--- config.mk ---
export PLATFORM = sky130hd
export DESIGN_NAME = i2c_ctrl_regs
export DESIGN_NICKNAME = d
export VERILOG_FILES = /design/src/rtl/i2c_ctrl_pkg.sv /design/src/rtl/i2c_byte_fifo.sv /design/src/rtl/i2c_ctrl_regs.sv
export SDC_FILE = /design/constraint.sdc
export NUM_CORES = 1
export LEC_CHECK = 0
export BUFFER_PORTS_ARGS = -buffer_cell sky130_fd_sc_hd__buf_2
export CORE_UTILIZATION = 58
export CTS_BUF_LIST = sky130_fd_sc_hd__clkbuf_16
export DETAILED_ROUTE_END_ITERATION = 6
export PLACE_DENSITY = 0.95
export SETUP_SLACK_MARGIN = 0.4
export SYNTH_ARGS = -nofsm -noshare
export SYNTH_HDL_FRONTEND = slang
export SYNTH_HIERARCHICAL = 1
export SYNTH_SLANG_ARGS = --single-unit
--- constraint.sdc ---
create_clock -name clk -period 4.98 [get_ports clk]
set_input_delay 0.498 -clock clk [delete_from_list [all_inputs] [get_ports clk]]
set_output_delay 0.498 -clock clk [all_outputs]
set_load 0.005 [all_outputs]
--- src/rtl/i2c_ctrl_pkg.sv ---
// rtl/i2c_ctrl_pkg.sv - shared register map, bit positions and types for i2c_ctrl_regs
// Purpose: single source for register offsets, field bit positions, response
// codes, prescale reset value and the address decode helper.
// Ports: none (package).
package i2c_ctrl_pkg;

    localparam logic [7:0] ADDR_CTRL   = 8'h00;
    localparam logic [7:0] ADDR_CMD    = 8'h04;
    localparam logic [7:0] ADDR_TXDATA = 8'h08;
    localparam logic [7:0] ADDR_RXDATA = 8'h0C;
    localparam logic [7:0] ADDR_STATUS = 8'h10;

    localparam int CTRL_STOP_ON_IDLE_BIT = 16;
    localparam int CTRL_IRQ_EN_BIT       = 17;

    localparam int CMD_START_BIT  = 8;
    localparam int CMD_READ_BIT   = 9;
    localparam int CMD_WRITE_BIT  = 10;
    localparam int CMD_WRMULT_BIT = 11;
    localparam int CMD_STOP_BIT   = 12;

    localparam int TX_LAST_BIT  = 8;
    localparam int RX_LAST_BIT  = 8;
    localparam int RX_VALID_BIT = 9;

    localparam int ST_BUSY_BIT        = 0;
    localparam int ST_BUS_CONTROL_BIT = 1;
    localparam int ST_BUS_ACTIVE_BIT  = 2;
    localparam int ST_MISSED_ACK_BIT  = 3;
    localparam int ST_TX_FULL_BIT     = 4;
    localparam int ST_TX_EMPTY_BIT    = 5;
    localparam int ST_RX_FULL_BIT     = 6;
    localparam int ST_RX_EMPTY_BIT    = 7;
    localparam int ST_CMD_VALID_BIT   = 8;

    localparam logic [1:0]  RESP_OK        = 2'b00;
    localparam logic [1:0]  RESP_SLVERR    = 2'b10;
    localparam logic [15:0] PRESCALE_RESET = 16'd250;

    // FIFO entries carry {last, data}
    localparam int FIFO_W = 9;

    typedef enum logic [2:0] {
        REG_CTRL,
        REG_CMD,
        REG_TXDATA,
        REG_RXDATA,
        REG_STATUS,
        REG_NONE
    } reg_sel_e;

    typedef struct packed {
        logic [6:0] address;
        logic       start;
        logic       read;
        logic       write;
        logic       write_multiple;
        logic       stop;
    } cmd_t;

    function automatic reg_sel_e decode_addr(input logic [7:0] addr);
        case (addr)
            ADDR_CTRL:   return REG_CTRL;
            ADDR_CMD:    return REG_CMD;
            ADDR_TXDATA: return REG_TXDATA;
            ADDR_RXDATA: return REG_RXDATA;
            ADDR_STATUS: return REG_STATUS;
            default:     return REG_NONE;
        endcase
    endfunction

endpackage

--- src/rtl/i2c_byte_fifo.sv ---
// rtl/i2c_byte_fifo.sv - synchronous FIFO for {last, data} byte entries
// Purpose: DEPTH-entry FIFO; push ignored when full, pop ignored when empty.
// Fullness is judged on the registered count, so push+pop when full rejects
// the push.
// Ports: clk, rst_n (sync, active-low); push_i/push_data_i; pop_i;
//        pop_data_o (head entry); full_o; empty_o.
module i2c_byte_fifo #(
    parameter int DEPTH = 4,
    parameter int WIDTH = 9
) (
    input  logic             clk,
    input  logic             rst_n,
    input  logic             push_i,
    input  logic [WIDTH-1:0] push_data_i,
    input  logic             pop_i,
    output logic [WIDTH-1:0] pop_data_o,
    output logic             full_o,
    output logic             empty_o
);

    localparam int AW = $clog2(DEPTH);
    localparam int CW = AW + 1;

    logic [WIDTH-1:0] mem_q [DEPTH];
    logic [AW-1:0]    wr_ptr_q, rd_ptr_q;
    logic [CW-1:0]    count_q, count_d;
    logic             push_ok, pop_ok;

    assign full_o     = (count_q == CW'(DEPTH));
    assign empty_o    = (count_q == '0);
    assign push_ok    = push_i & ~full_o;
    assign pop_ok     = pop_i & ~empty_o;
    assign pop_data_o = mem_q[rd_ptr_q];

    always_comb begin
        count_d = count_q;
        if (push_ok && !pop_ok) begin
            count_d = count_q + 1'b1;
        end else if (!push_ok && pop_ok) begin
            count_d = count_q - 1'b1;
        end
    end

    always_ff @(posedge clk) begin
        if (!rst_n) begin
            wr_ptr_q <= '0;
            rd_ptr_q <= '0;
            count_q  <= '0;
        end else begin
            count_q <= count_d;
            if (push_ok) wr_ptr_q <= wr_ptr_q + 1'b1;
            if (pop_ok)  rd_ptr_q <= rd_ptr_q + 1'b1;
        end
    end

    // Storage needs no reset: only entries between the pointers are visible.
    always_ff @(posedge clk) begin
        if (push_ok) mem_q[wr_ptr_q] <= push_data_i;
    end

endmodule

--- src/rtl/i2c_ctrl_regs.sv ---
// rtl/i2c_ctrl_regs.sv - register front end for an I2C master: CTRL/CMD/TX/RX/STATUS
// Purpose: memory-mapped control of an I2C master with a one-entry command
// register, TX/RX byte FIFOs, sticky missed-ack status and an interrupt.
// Ports: clk, rst_n (sync, active-low);
//        ctrl_* : register bus (reads take 2 cycles, writes 1 cycle);
//        cmd_*  : command handshake to the master;
//        data_in*  : TX byte stream out; data_out* : RX byte stream in;
//        busy/bus_control/bus_active/missed_ack : master status inputs;
//        prescale, stop_on_idle : CTRL fields; irq : interrupt.
module i2c_ctrl_regs
    import i2c_ctrl_pkg::*;
#(
    parameter int FIFO_DEPTH = 4
) (
    input  logic        clk,
    input  logic        rst_n,
    input  logic [7:0]  ctrl_address,
    input  logic        ctrl_read,
    input  logic        ctrl_write,
    input  logic [31:0] ctrl_writedata,
    input  logic [3:0]  ctrl_byteenable,
    output logic [31:0] ctrl_readdata,
    output logic [1:0]  ctrl_response,
    output logic        ctrl_waitrequest,
    output logic        irq,
    output logic [6:0]  cmd_address,
    output logic        cmd_start,
    output logic        cmd_read,
    output logic        cmd_write,
    output logic        cmd_write_multiple,
    output logic        cmd_stop,
    output logic        cmd_valid,
    input  logic        cmd_ready,
    output logic [7:0]  data_in,
    output logic        data_in_valid,
    output logic        data_in_last,
    input  logic        data_in_ready,
    input  logic [7:0]  data_out,
    input  logic        data_out_valid,
    input  logic        data_out_last,
    output logic        data_out_ready,
    input  logic        busy,
    input  logic        bus_control,
    input  logic        bus_active,
    input  logic        missed_ack,
    output logic [15:0] prescale,
    output logic        stop_on_idle
);

    reg_sel_e          sel;
    logic              be0, rd_accept;
    logic              wr_ctrl, wr_cmd, wr_tx, wr_status;
    logic              tx_full, tx_empty, rx_full, rx_empty, rx_pop;
    logic [FIFO_W-1:0] tx_head, rx_head;

    logic [15:0] prescale_q, prescale_d;
    logic        stop_on_idle_q, stop_on_idle_d;
    logic        irq_en_q, irq_en_d;
    cmd_t        cmd_q, cmd_d;
    logic        cmd_valid_q, cmd_valid_d;
    logic        sticky_q, sticky_d;
    logic        irq_q, irq_d;
    logic        rd_pending_q;
    logic [31:0] rdata_q, rdata_d, rd_data;
    logic [1:0]  rresp_q, rresp_d, rd_resp, wr_resp;
    logic        unused_ok;

    assign unused_ok = ^{ctrl_writedata[31:18], ctrl_byteenable[3]};

    assign sel       = decode_addr(ctrl_address);
    assign be0       = ctrl_byteenable[0];
    assign rd_accept = ctrl_read & ~rd_pending_q;
    assign wr_ctrl   = ctrl_write & (sel == REG_CTRL);
    assign wr_cmd    = ctrl_write & (sel == REG_CMD) & be0;
    assign wr_tx     = ctrl_write & (sel == REG_TXDATA) & be0;
    assign wr_status = ctrl_write & (sel == REG_STATUS) & be0;
    assign rx_pop    = rd_accept & (sel == REG_RXDATA);

    i2c_byte_fifo #(.DEPTH(FIFO_DEPTH), .WIDTH(FIFO_W)) u_tx_fifo (
        .clk         (clk),
        .rst_n       (rst_n),
        .push_i      (wr_tx),
        .push_data_i ({ctrl_writedata[TX_LAST_BIT], ctrl_writedata[7:0]}),
        .pop_i       (data_in_ready),
        .pop_data_o  (tx_head),
        .full_o      (tx_full),
        .empty_o     (tx_empty)
    );

    i2c_byte_fifo #(.DEPTH(FIFO_DEPTH), .WIDTH(FIFO_W)) u_rx_fifo (
        .clk         (clk),
        .rst_n       (rst_n),
        .push_i      (data_out_valid),
        .push_data_i ({data_out_last, data_out}),
        .pop_i       (rx_pop),
        .pop_data_o  (rx_head),
        .full_o      (rx_full),
        .empty_o     (rx_empty)
    );

    // Write response is combinational so it lands in the write cycle itself.
    always_comb begin
        wr_resp = RESP_OK;
        case (sel)
            REG_CTRL, REG_STATUS: wr_resp = RESP_OK;
            REG_CMD:    if (be0 && cmd_valid_q) wr_resp = RESP_SLVERR;
            REG_TXDATA: if (be0 && tx_full)     wr_resp = RESP_SLVERR;
            default:    wr_resp = RESP_SLVERR;
        endcase
    end

    always_comb begin
        rd_data = '0;
        rd_resp = RESP_OK;
        case (sel)
            REG_CTRL: begin
                rd_data[15:0]                  = prescale_q;
                rd_data[CTRL_STOP_ON_IDLE_BIT] = stop_on_idle_q;
                rd_data[CTRL_IRQ_EN_BIT]       = irq_en_q;
            end
            REG_RXDATA: begin
                if (!rx_empty) begin
                    rd_data[7:0]         = rx_head[7:0];
                    rd_data[RX_LAST_BIT] = rx_head[8];
                    rd_data[RX_VALID_BIT] = 1'b1;
                end
            end
            REG_STATUS: begin
                rd_data[ST_BUSY_BIT]        = busy;
                rd_data[ST_BUS_CONTROL_BIT] = bus_control;
                rd_data[ST_BUS_ACTIVE_BIT]  = bus_active;
                rd_data[ST_MISSED_ACK_BIT]  = sticky_q;
                rd_data[ST_TX_FULL_BIT]     = tx_full;
                rd_data[ST_TX_EMPTY_BIT]    = tx_empty;
                rd_data[ST_RX_FULL_BIT]     = rx_full;
                rd_data[ST_RX_EMPTY_BIT]    = rx_empty;
                rd_data[ST_CMD_VALID_BIT]   = cmd_valid_q;
            end
            default: rd_resp = RESP_SLVERR;
        endcase
    end

    always_comb begin
        prescale_d     = prescale_q;
        stop_on_idle_d = stop_on_idle_q;
        irq_en_d       = irq_en_q;
        cmd_d          = cmd_q;
        cmd_valid_d    = cmd_valid_q;
        sticky_d       = sticky_q;
        rdata_d        = rdata_q;
        rresp_d        = rresp_q;

        if (wr_ctrl) begin
            if (ctrl_byteenable[0]) prescale_d[7:0]  = ctrl_writedata[7:0];
            if (ctrl_byteenable[1]) prescale_d[15:8] = ctrl_writedata[15:8];
            if (ctrl_byteenable[2]) begin
                stop_on_idle_d = ctrl_writedata[CTRL_STOP_ON_IDLE_BIT];
                irq_en_d       = ctrl_writedata[CTRL_IRQ_EN_BIT];
            end
        end

        // A CMD write in the handshake cycle still sees cmd_valid=1 and is refused.
        if (cmd_valid_q && cmd_ready) begin
            cmd_valid_d = 1'b0;
        end else if (wr_cmd && !cmd_valid_q) begin
            cmd_valid_d          = 1'b1;
            cmd_d.address        = ctrl_writedata[6:0];
            cmd_d.start          = ctrl_writedata[CMD_START_BIT];
            cmd_d.read           = ctrl_writedata[CMD_READ_BIT];
            cmd_d.write          = ctrl_writedata[CMD_WRITE_BIT];
            cmd_d.write_multiple = ctrl_writedata[CMD_WRMULT_BIT];
            cmd_d.stop           = ctrl_writedata[CMD_STOP_BIT];
        end

        // Set wins over a simultaneous W1C.
        if (wr_status && ctrl_writedata[ST_MISSED_ACK_BIT]) sticky_d = 1'b0;
        if (missed_ack) sticky_d = 1'b1;

        if (rd_accept) begin
            rdata_d = rd_data;
            rresp_d = rd_resp;
        end
    end

    assign irq_d = irq_en_q & (sticky_q | ~rx_empty);

    always_ff @(posedge clk) begin
        if (!rst_n) begin
            prescale_q     <= PRESCALE_RESET;
            stop_on_idle_q <= 1'b0;
            irq_en_q       <= 1'b0;
            cmd_q          <= '0;
            cmd_valid_q    <= 1'b0;
            sticky_q       <= 1'b0;
            irq_q          <= 1'b0;
            rd_pending_q   <= 1'b0;
            rdata_q        <= '0;
            rresp_q        <= RESP_OK;
        end else begin
            prescale_q     <= prescale_d;
            stop_on_idle_q <= stop_on_idle_d;
            irq_en_q       <= irq_en_d;
            cmd_q          <= cmd_d;
            cmd_valid_q    <= cmd_valid_d;
            sticky_q       <= sticky_d;
            irq_q          <= irq_d;
            rd_pending_q   <= rd_accept;
            rdata_q        <= rdata_d;
            rresp_q        <= rresp_d;
        end
    end

    assign ctrl_readdata      = rdata_q;
    assign ctrl_response      = ctrl_write ? wr_resp : rresp_q;
    assign ctrl_waitrequest   = rd_accept;
    assign irq                = irq_q;
    assign cmd_valid          = cmd_valid_q;
    assign cmd_address        = cmd_q.address;
    assign cmd_start          = cmd_q.start;
    assign cmd_read           = cmd_q.read;
    assign cmd_write          = cmd_q.write;
    assign cmd_write_multiple = cmd_q.write_multiple;
    assign cmd_stop           = cmd_q.stop;
    assign data_in            = tx_head[7:0];
    assign data_in_last       = tx_head[8];
    assign data_in_valid      = ~tx_empty;
    assign data_out_ready     = ~rx_full;
    assign prescale           = prescale_q;
    assign stop_on_idle       = stop_on_idle_q;

endmodule

# After elaboration in Yosys (flattened, before gate mapping)
# Memories as Yosys holds them, arrays and structs flattened. A register that Yosys moved wholly into a read port is not among the register bits.
# Index checks and enable logic that the tools add are counted.
# word_totals
wordCells	116
ff_bits	68
ramBits	72
input_bits	64
out_inout_bits	77
memories	2
# op_classes
eq_ne	10
n_reduce_logical	28
n_addsub	8
n_mux	24
bitwise_logic	22
# mem_list
memory	words	word_bits	read_ports	rd_ports_with_merged_regs	write_ports	line_no	text
u_rx_fifo.mem_q	4	9	1	1	1	i2c_byte_fifo.sv:24	logic [WIDTH-1:0] mem_q [DEPTH];
u_tx_fifo.mem_q	4	9	1	1	1	i2c_byte_fifo.sv:24	
# ops
op	count
$pmux W9 S3	1
$eq A8 B4 Y1 const B	2
$mux W2	8
$pmux W3 S5	1
$and A1 B1 Y1	14
$mux W3	4
$mux W10	1
$eq A3 B3 Y1 const B	3
$logic_and A1 B1 Y1	9
$logic_not A3 Y1	3
$add A2 B1 Y2 const B	4
$eq A8 B3 Y1 const B	1
$eq A8 B5 Y1 const B	1
$logic_not A8 Y1	1
$mux W8	1
$reduce_and A2 Y1	4
$not A1 Y1	7
$add A3 B1 Y3 const B	2
$eq A3 B2 Y1 const B	2
$mux W1	6
$pmux W2 S3	1
$reduce_bool A2 Y1	3
$sub A3 B1 Y3 const B	2
$logic_not A1 Y1	5
other kinds (5)	6

# Depth between registers and ports, before layout
# Gate-level depths: netlist of run 1.
# depth
ltp_word	10
ltp_mapped	12
depth_no_buf	10

# Cells and area by module
# Netlist of run 1, hierarchy kept.
# by_module_without_submodules
mod	seq_area_each_um2	area_per_inst_um2	cells_per_inst	instances
i2c_byte_fifo	1261.2	1781.7	95	2
i2c_ctrl_regs	1061.0	2408.6	263	1

# Least setup slack after synthesis of run 1
# No wires, ideal clock.
# synth_timing
path_type	input to register
start	input ctrl_address[1]
end	register u_tx_fifo.count_q[2]
setup_time_ps	70
stages	12
arrival_time_ps	3070
path_slack_ps	1840
n_path_buf	2
required_ps	4910
path_cell_list	or4_4 buf_6 or2_4 nor4_1 nor2b_1 buf_6 ha_1 inv_1 fa_1 xor2_1 or3_1 a21boi_1
# synth_between
elab_chain_len	9
word_cells_on_any_way	15
classes_between	eq/ne (5); mux (2); bitwise (3); reduce/logical (5)
# synth_lines
element	line_no	text
from (decl)	i2c_ctrl_regs.sv:17	input logic [7:0] ctrl_address,
$eq A8 B5 Y1 (tied with other cells)	i2c_ctrl_pkg.sv:62	case (addr)
$pmux W3 S5 *	i2c_ctrl_pkg.sv:62	
$eq A3 B2 Y1 *	i2c_ctrl_regs.sv:75	assign wr_tx = ctrl_write & (sel == REG_TXDATA) & be0;
$and A1 B1 Y1 * (2 in series)	i2c_ctrl_regs.sv:75	
named net wr_tx	i2c_ctrl_regs.sv:52	logic wr_ctrl, wr_cmd, wr_tx, wr_status;
$and A1 B1 Y1 *	i2c_byte_fifo.sv:31	assign push_ok = push_i & ~full_o;
named net u_tx_fifo.push_ok	i2c_byte_fifo.sv:27	logic push_ok, pop_ok;
$logic_not A1 Y1	i2c_byte_fifo.sv:39	end else if (!push_ok && pop_ok) begin
$logic_and A1 B1 Y1	i2c_byte_fifo.sv:39	
$reduce_bool A2 Y1 (no source line)	--	
to (signal assigned)	i2c_byte_fifo.sv:50	count_q <= count_d;
to (decl)	i2c_byte_fifo.sv:26	logic [CW-1:0] count_q, count_d;
# The timed path passes the listed nets; every way through them passes the cells marked *.
# A chain may end at the register's enable or synchronous reset.

# Worst setup path after layout of run 1
# layout_timing
start	input ctrl_address[1]
end	register u_tx_fifo.count_q[2]
# layout_between
elab_chain_len	9
word_cells_on_any_way	15
classes_between	eq/ne (5); mux (2); bitwise (3); reduce/logical (5)
# layout_lines
element	line_no
$eq A8 B5 Y1 (tied with other cells)	i2c_ctrl_pkg.sv:62
$pmux W3 S5 *	i2c_ctrl_pkg.sv:62
$eq A3 B2 Y1 *	i2c_ctrl_regs.sv:75
$and A1 B1 Y1 * (2 in series)	i2c_ctrl_regs.sv:75
named net wr_tx	i2c_ctrl_regs.sv:52
$and A1 B1 Y1 *	i2c_byte_fifo.sv:31
$logic_not A1 Y1	i2c_byte_fifo.sv:39
$logic_and A1 B1 Y1	i2c_byte_fifo.sv:39
$reduce_bool A2 Y1 (no source line)	--
# Marks and branches as above.

==> metrics.txt, run 1 <==
CP Launch Type input pin; Setup TNS 0 ns; post-detail-place hpwl 8.772 mm; Commonest cells post-synth 72 x edfxtp_1, 71 x dfxtp_1, 46 x nand2_1, 45 x mux2i_1, 29 x nor2b_1; Main synth FF type edfxtp_1; Area Growth Syn to Fin 19.02%; Max stage delay on crit path 0.67 ns; sequential element share of the synthesized area 0.6000; CTS Root Cell clkbuf_16; post-synthesis cell type count 40; share of layout cells above drive strength 1 0.2955; hold_buf cts 0; Final Net Count 635; Starting DRT DRC Count 282; PD cells 410.5 nW/um2; post-CTS sizing 0; Rows 36; Setup violations, final 0; CP endpoint kind register; height of the chip 103.5 um; Mapped Cells 453; die width 103.5 um; Avg Cell Area, Syn 13.18 um2; number of global-route vias before repair 3,813; Avg WL per Cell 18.37 um; max-cap viol count 0; cell count after placement 673; Reg clk slew, reported paths 0.06 ns; vias 3,935; Synth area leaders edfxtp_1 36%, dfxtp_1 24%, mux2i_1 7.5%; synth warn 6; IR drop worst, VDD 0.2680 mV; Final Skew 0.01431 ns; leakage 0.002750 uW; HP Class input pin to register; final hold violations 0; Clock H-tree levels 4; fin crit period 3.265 ns; critical path required time 5.33 ns; Total Routed Length 12.97 mm; global-route total usage across every layer 0.2545; initial antenna violation count 1; CTS tree done; Max Clk Rate 0.3063 GHz; crit share post-route 0.6555; Post-synth ARST share 0; num ports 141; status completed; critical path type input pin to register; cell with the most instances after synthesis edfxtp_1; Final Non-Filler Cells 706; Clock Latency Late Sink 0.42 ns; Clock Path Buffers 2; fill cell count 627; drt drc 0; number of synthesized flops with an enable pin 72; synthesis-stage register bit count 143; clock sinks 143; Post-Syn Area 5972 um2; routed vias/inst 5.574; total gr overflow 0; post-CTS setup repair buffer count 0; cells along the critical path buf_2, or4_4, or2_4, nor4_1, nor2b_1, ha_1, inv_1, fa_1, xor2_1, or3_1, a21boi_1; largest net degree at the start of global routing 38; worst rel slew slack 0.2290; RD Place Congestion 0.8361; drt first pass iters 4; Worst Path Max Fanout 19; area of the core 9864 um2; antenna-violating nets left 0; Slew @ Worst Pin 1.148 ns; die area 10,710 um2; CTS Buf Count 17; RSZ-0062 raised after global routing no; CP max stage cell or4_4; IO buf count 110; WP data arrival 3.61 ns; first-pass GRT wire length 19.27 mm; Initial Util 0.6054; Yosys top cell area share 0.3620; dominant cell type by area after synthesis edfxtp_1; Final Max Tran Viols 0
-- final cells by class --
class	count	area, um2	share of cell area
Clock buffer	17	425.4	0.05985
Multi-Input combinational cell	275	2172	0.3056
Inverter	11	41.29	0.005809
Tap cell	133	166.4	0.02341
Timing Repair Buffer	111	558.0	0.07851
Antenna cell	1	2.502	0.0003521
Clock inverter	15	158.9	0.02236
Sequential cell	143	3583	0.5041
-- registers in the layout (all words and copies together) (netlist names), 2 cells and up, named ones only --
register,count
u_rx_fifo/count_q,3
ctrl_readdata,18
u_rx_fifo/mem_q,36
u_tx_fifo/wr_ptr_q,2
u_tx_fifo/count_q,3
u_tx_fifo/rd_ptr_q,2
prescale,16
u_rx_fifo/wr_ptr_q,2
cmd_address,7
u_rx_fifo/rd_ptr_q,2
u_tx_fifo/mem_q,36
-- cell usage in the layout, fill, tap and decap left out, types with 6 or more instances in the layout --
| cell | synthesis | final |
|---|---|---|
| a21oi_1 | 13 | 13 |
| ha_1 | 10 | 10 |
| nand2_1 | 46 | 46 |
| xnor2_1 | 6 | 6 |
| dfxtp_1 | 71 | 71 |
| nor2b_1 | 29 | 29 |
| a22oi_1 | 8 | 8 |
| edfxtp_1 | 72 | 72 |
| inv_1 | 11 | 11 |
| conb_1 | 1 | 15 |
| clkbuf_16 | 0 | 17 |
| and2_1 | 18 | 18 |
| nor3_1 | 13 | 13 |
| o21ai_0 | 14 | 14 |
| mux2i_1 | 45 | 45 |
| buf_2 | 2 | 110 |
| mux4_2 | 18 | 18 |
-- worst paths after layout --
path / from / to / slack (ns) / cells past startpoint
max reg2reg: u_rx_fifo/count_q[0] / u_rx_fifo/count_q[2] / 2.43 / 8
min reg2reg: ctrl_readdata[1] / ctrl_readdata[1] / 0.47 / 2
min: data_out[3] / u_rx_fifo/mem_q[3][3] / 0.29 / 1
max: ctrl_address[1] / u_tx_fifo/count_q[2] / 1.72 / 11
-- power breakdown --
part	switching, uW	internal, uW	leakage [uW]
combinational	159	155	0.00125
clock	507	744	0.000274
sequential	64.1	1290	0.00123
total	730	2190	0.00275
-- through the flow --
| step | utilization | cell area (um2) | power [uW] | setup WS (ns) | hold WS (ns) |
|---|---|---|---|---|---|
| after floorplan | - | 6025 | 1581 | 1.840 | 0.4240 |
| after global placement | 0.6611 | 6521 | 1660 | 1.436 | 0.4466 |
| after detailed placement | 0.6611 | 6521 | 1684 | 1.338 | 0.4583 |
| after CTS | 0.7203 | 7106 | 2928 | 1.760 | 0.2808 |
| after global routing | 0.7206 | 7108 | 3010 | 1.556 | 0.2885 |
| final | 0.7206 | 7108 | 2918 | 1.715 | 0.2866 |
-- logic make-up (layout without fill, tap and decap cells) --
| kind of cell | Yosys count | count (layout) | share of synthesized area |
|---|---|---|---|
| fa+ha+maj | 12 | 12 | 0.02766 |
| other cells | 1 | 16 | 0.0006279 |
| xor+xnor | 8 | 8 | 0.01173 |
| flops | 143 | 143 | 0.6000 |
| compound gates | 46 | 46 | 0.04861 |
| buf+inv | 49 | 154 | 0.04505 |
| mux | 63 | 63 | 0.1433 |
| simple gates | 131 | 131 | 0.1230 |
-- critical path, delay by kind of cell --
family / cells / cell delay [ns]
simple gates: 5 / 1.98
compound gates: 1 / 0.15
xor+xnor: 1 / 0.16
fa+ha+maj: 2 / 0.66
buf+inv: 2 / 0.16
-- per-layer routing --
layer  global-route usage  wire length [um]  up-vias
li1                     -                 -     1808
met1               0.2736              4914     1930
met2               0.4641              7013      170
met3              0.05712               758       27
met4               0.1387               283        0
met5                    0                 0        -
Power figures use the tool's default switching activity.
==> run 2, diff against run 1 <==
- CORE_UTILIZATION: 58 -> 48
- PLACE_DENSITY: 0.95 -> 0.85
- clock period: 4.98 -> 2.9 ns (I/O delays scaled with it)
==> metrics.txt, run 2 (synthesis results as in run 1) <==
IR drop worst, VDD 0.3684 mV (+37%); initial antenna violation count 1 (unchanged); largest net degree at the start of global routing 44 (+16%); RSZ-0062 raised after global routing no; commonest non-fill, non-tap cell in the layout buf_2; CP endpoint kind register; Max Clk Rate 0.4140 GHz; global-route total usage across every layer 0.2119 (-0.04256); CP startpoint ctrl_address[1]; num ports 141 (unchanged); Max stage delay on crit path 0.54 ns (-0.13 ns); CTS tree done; total gr overflow 0 (unchanged); Total Routed Length 13.04 mm (+0.56%); final core occ 0.6079 (-0.1127); multi-input logic area 2225 um2 (+2.4%); final hold violations 0 (unchanged); CP max stage cell or4_4; fin crit period 2.415 ns; post-detail-place hpwl 9.078 mm (+3.5%); first-pass GRT wire length 20.51 mm (+6.4%); cells along the critical path buf_2, or4_4, or2_4, nor4_4, nor2b_4, ha_4, inv_2, fa_2, xor2_1, or3_4, a21boi_2; CP Launch Type input pin; PD cells 694.9 nW/um2 (+69%); critical path required time 3.24 ns (-2.09 ns); WP data arrival 2.75 ns (-0.86 ns); Setup crit end u_tx_fifo/count_q[2]; vias 3,881 (-1.4%); ANT cells 0 (-1); Rows 40 (+11%); Clock Latency Late Sink 0.40 ns (-0.02 ns); commonest non-fill, non-tap cells in the layout 110 x buf_2, 72 x edfxtp_1, 71 x dfxtp_1; hold_buf cts 0 (unchanged); Clock H-tree levels 4 (unchanged); Final Net Count 650 (+2.4%); Slew @ Worst Pin 0.6677 ns (-0.4801 ns); die width 113.5 um (+9.7%); Worst R2R End u_rx_fifo/count_q[2]; Reg clk slew, reported paths 0.06 ns (about the same); fill cell count 913 (+46%); register area 3583 um2 (unchanged); Setup violations, final 0 (unchanged); RD Place Congestion 0.8012 (-4.2%); max-cap viol count 0 (unchanged); status completed; CTS Root Cell clkbuf_16; Avg WL per Cell 17.27 um (-6.0%); share of layout cells above drive strength 1 0.3203 (+0.02482); leakage 0.002856 uW (+3.9%); Clock Path Buffers 2 (unchanged); Initial Util 0.4951 (-0.1103); critical path type input pin to register; antenna-violating nets left 0 (unchanged); Place WS -0.01937 ns (-1.357 ns); Area Growth Syn to Fin 22.77%; routed vias/inst 5.140 (-7.8%); Worst R2R Path Depth 9 (+1); Worst Path Max Fanout 2 (-17); HP Class input pin to register; CTS Buf Count 17 (unchanged); die area 12,890 um2 (+20%); worst rel slew slack 0.5543 (+0.3252); area of the core 12,060 um2 (+22%); drt drc 0 (unchanged); number of global-route vias before repair 3,923 (+2.9%); Final Skew 0.004787 ns (-0.009526 ns); clock sinks 143 (unchanged); drt first pass iters 4 (unchanged); R2R setup slack 0.65 ns (-1.78 ns); Final Max Tran Viols 0 (unchanged); worst r2r src u_rx_fifo/count_q[1]; setup slack after layout 0.4847 ns (-1.231 ns); height of the chip 113.5 um (+9.7%); IO buf count 110 (unchanged); Final Non-Filler Cells 755 (+6.9%); crit share post-route 0.8329; Starting DRT DRC Count 258 (-8.5%); cell count after placement 722 (+7.3%)
[run 2: changes by cell type in the layout (fill, tap and decap cells not counted), sizes merged]
| cell | previous run | this run |
|---|---|---|
| buf | 111 | 126 |
| clkinv | 3 | 6 |
| inv | 17 | 14 |
| bufinv | 2 | 4 |
| clkinvlp | 4 | 2 |
| diode | 1 | 0 |
[run 2: repair_timing]
| item | 4_1_cts | 5_1_grt |
|---|---|---|
| endpoints found under the setup margin | 1 | 1 |
| gates resized for setup | 1 | 4 |
| setup buffers | 0 | 1 |
| pin swaps | 0 | 2 |
[run 2: worst min path at each step]
stage	startpoint	to	slack, ns	depth (start not counted)
2_1_floorplan	data_out[0]	u_rx_fifo/mem_q[0][0]	0.39	0
3_3_place_gp	ctrl_readdata[5]	ctrl_readdata[5]	0.43	2
3_5_place_dp	ctrl_readdata[8]	ctrl_readdata[8]	0.44	2
4_1_cts	data_out[6]	u_rx_fifo/mem_q[1][6]	0.09	1
5_1_grt	data_out[6]	u_rx_fifo/mem_q[1][6]	0.09	1
6_report	data_out[6]	u_rx_fifo/mem_q[3][6]	0.10	1
[run 2: layout make-up]
class,count,share of cell area
multi-input combinational,275,0.3034
tap,168,0.02867
clock inverter,15,0.02406
timing repair buffer,126,0.09147
clock buffer,17,0.05802
sequential,143,0.4887
inverter,11,0.005631
[run 2: critical path, delay by kind of cell]
| kind | cells | cell delay, ns |
|---|---|---|
| simple gates | 5 | 1.56 |
| fa+ha+maj | 2 | 0.48 |
| xor+xnor | 1 | 0.16 |
| buf+inv | 2 | 0.14 |
| compound gates | 1 | 0.12 |
[run 2: layer usage]
metal,track usage,wire length [um]
met5,0,0
met4,0.09561,320
met3,0.05792,816
met1,0.2627,5454
met2,0.3476,6451
[run 2: report_power, final]
group	total, uW	internal (uW)	switching, uW
Combinational	583	290	292
Sequential	2320	2210	107
Clock	2190	1420	772
Total	5090	3920	1170
[run 2: stage by stage]
stage	power [uW]	hold slack [ns]	setup TNS, ns	cell area, um2
finish	5095	0.1037	0	7332
floorplan	2728	0.3889	0	6048
CTS	5109	0.08801	0	7301
detailed placement	2913	0.4420	-0.01937	6694
global placement	2877	0.4338	0	6694
global route	5276	0.09128	0	7332
==> run 3, diff against run 2 <==
- ABC_AREA: unset -> 1
- CORE_UTILIZATION: 48 -> 49
- PLACE_DENSITY: 0.85 -> 0.86
- clock period: 2.9 -> 2.16 ns (I/O delays scaled with it)
==> metrics.txt, run 3 <==
Worst Path Max Fanout 5 (+3); WP data arrival 2.07 ns (-0.68 ns); Main synth FF type edfxtp_1; global-route total usage across every layer 0.2255 (+0.01353); Synth area leaders edfxtp_1 35%, dfxtp_1 23%, nor2_1 6.5%; CTS Root Cell clkbuf_16; num ports 141 (unchanged); largest net degree at the start of global routing 31 (-30%); Post-synth ARST share 0 (unchanged); final hold violations 0 (unchanged); number of synthesized flops with an enable pin 72 (unchanged); die width 114.6 um (+0.95%); total power 6900 uW (+35%); Final Max Tran Viols 0 (unchanged); total gr overflow 0 (unchanged); Final Skew 0.009755 ns (+0.004967 ns); HP Class input pin to register; routed vias/inst 5.130 (-0.20%); vias 5,053 (+30%); height of the chip 114.6 um (+0.95%); Clock Path Buffers 2 (unchanged); Hold Crit Depth 1 (unchanged); share of layout cells above drive strength 1 0.2742 (-0.04610); status completed; RSZ-0062 raised after global routing yes; IR drop worst, VDD 0.4876 mV (+32%); Avg WL per Cell 14.61 um (-15%); drt first pass iters 5 (+1); Starting DRT DRC Count 466 (+81%); Reg clk slew, reported paths 0.06 ns (about the same); sequential element share of the synthesized area 0.5766 (-0.02344); Avg Cell Area, Syn 9.262 um2 (-30%); Yosys top cell area share 0.3479 (-0.01414); max-cap viol count 0 (unchanged); Total Routed Length 14.39 mm (+10%); Clock H-tree levels 4 (unchanged); PD cells 898.3 nW/um2 (+29%); area of the core 12,210 um2 (+1.2%); critical path type register to register; Final Net Count 880 (+35%); Max Clk Rate 0.5679 GHz; Area Growth Syn to Fin 23.60%; IO buf count 110 (unchanged); Post-Syn Area 6215 um2 (+4.1%); CTS tree done; post-synthesis cell type count 34 (-15%); Rows 40 (unchanged); RD Place Congestion 0.8321 (+3.9%); critical path required time 2.47 ns (-0.77 ns); dominant cell type by area after synthesis edfxtp_1; Worst R2R End u_rx_fifo/count_q[1]; Initial Util 0.5089 (+0.01379); CTS Buf Count 17 (unchanged); Setup violations, final 0 (unchanged); fin crit period 1.761 ns; clock sinks 143 (unchanged); worst r2r src u_rx_fifo/count_q[0]; commonest non-fill, non-tap cell in the layout buf_2; worst rel slew slack 0.6485 (+0.09421); Slew @ Worst Pin 0.5267 ns (-0.1410 ns); CP Launch Type register; Clock Latency Late Sink 0.42 ns (+0.02 ns); antenna-violating nets left 0 (unchanged); hold endpoint u_rx_fifo/mem_q[3][2]; fill cell count 985 (+7.9%); ANT cells 0 (unchanged); R2R setup slack 0.40 ns (-0.25 ns); drt drc 0 (unchanged); Commonest cells post-synth 107 x nor2_1, 92 x nand2_1, 72 x edfxtp_1, 71 x dfxtp_1, 67 x inv_1; Mapped Cells 671 (+48%); post-detail-place hpwl 9.953 mm (+9.6%); first-pass GRT wire length 22.44 mm (+9.4%); Place WS -0.01663 ns (+0.002733 ns); crit share post-route 0.8152; leakage 0.003282 uW (+15%); Worst R2R Path Depth 9 (unchanged); setup slack after layout 0.3991 ns (-0.08560 ns); cell with the most instances after synthesis nor2_1; die area 13,140 um2 (+1.9%); initial antenna violation count 0 (-1); hold path startpoint data_out[2]; commonest non-fill, non-tap cells in the layout 110 x buf_2, 103 x nor2_1, 89 x nand2_1; synth warn 6 (unchanged); synthesis-stage register bit count 143 (unchanged); number of global-route vias before repair 4,618 (+18%); CP endpoint kind register
[run 3: changes by cell type after synthesis, sizes merged, moves of 45 or more]
cell   change
o21ai     +56
inv       +62
nand3     +48
nor2     +108
nand2     +58
mux2i     -45
[run 3: how the worst max path moves through the flow]
| stage | start | endpoint | slack, ns |
|---|---|---|---|
| 2_1_floorplan | ctrl_address[4] | u_tx_fifo/count_q[2] | 0.23 |
| 3_3_place_gp | ctrl_address[4] | u_tx_fifo/count_q[2] | 0.04 |
| 3_5_place_dp | ctrl_address[4] | u_tx_fifo/count_q[2] | -0.02 |
| 4_1_cts | u_tx_fifo/count_q[1] | ctrl_response[1] | 0.35 |
| 5_1_grt | u_tx_fifo/count_q[0] | ctrl_response[1] | 0.33 |
| 6_report | u_rx_fifo/count_q[0] | u_rx_fifo/count_q[1] | 0.40 |
[run 3: final cells by class]
type	instances	area, um2	share of cell area
clock buffers	19	475.5	0.06190
multi-input cells	429	2235	0.2909
flip-flops and latches	143	3598	0.4685
inverters	75	312.8	0.04072
well taps	168	210.2	0.02737
repair buffers	137	759.5	0.09888
repair inverters	1	5.005	0.0006516
clock inverters	13	85.08	0.01108
[run 3: what timing repair did]
action                                  4_1_cts  5_1_grt
endpoints found under the setup margin        4       16
setup buffers                                 0        4
cloned                                        0        1
hold buffers                                  1        0
gates resized for setup                       5       22
endpoints found under the hold margin         4        0
pin swaps                                     0        5
[run 3: cell families after synthesis]
family,Yosys count,share of synthesized area
flops,143,0.5766
xor+xnor,2,0.002819
simple gates,272,0.1929
compound gates,128,0.1083
buf+inv,113,0.09221
fa+ha+maj,12,0.02658
other cells,1,0.0006034
[run 3: per-layer routing]
layer / GRT usage / part of all wire / wire length (um) / vias up
met3: 0.04659 / 0.068 / 985 / 22
met4: 0.09004 / 0.017 / 250 / 0
li1: - / - / - / 2463
met5: 0 / 0 / 0 / -
met1: 0.2931 / 0.44 / 6282 / 2347
met2: 0.3693 / 0.48 / 6866 / 221
[run 3: where the power goes]
group | total (uW) | switching, uW | leakage [uW] | internal [uW]
Combinational | 1130 | 692 | 0.00177 | 434
Sequential | 3080 | 94.2 | 0.00123 | 2980
Clock | 2700 | 1100 | 0.000274 | 1600
[run 3: worst max-delay path, stage by stage, from the launching register on]
cell	delay (ns)
dfxtp_4	0.37
nor2_4	0.17
nand2_4	0.09
nand2_4	0.11
inv_4	0.05
ha_4	0.16
inv_2	0.06
fa_2	0.43
o21ai_1	0.17
nor2_1	0.05
[run 3: stage by stage]
step | hold slack [ns] | std cells | util | area, um2 | TNS, ns
5_1_grt | 0.01344 | 985 | 0.6290 | 7681 | 0
4_1_cts | 0.004128 | 980 | 0.6210 | 7584 | 0
3_3_place_gp | 0.4294 | 947 | 0.5739 | 7008 | 0
2_1_floorplan | 0.3149 | 685 | - | 6365 | 0
6_report | 0.01466 | 985 | 0.6290 | 7681 | 0
3_5_place_dp | 0.4331 | 947 | 0.5739 | 7008 | -0.01663
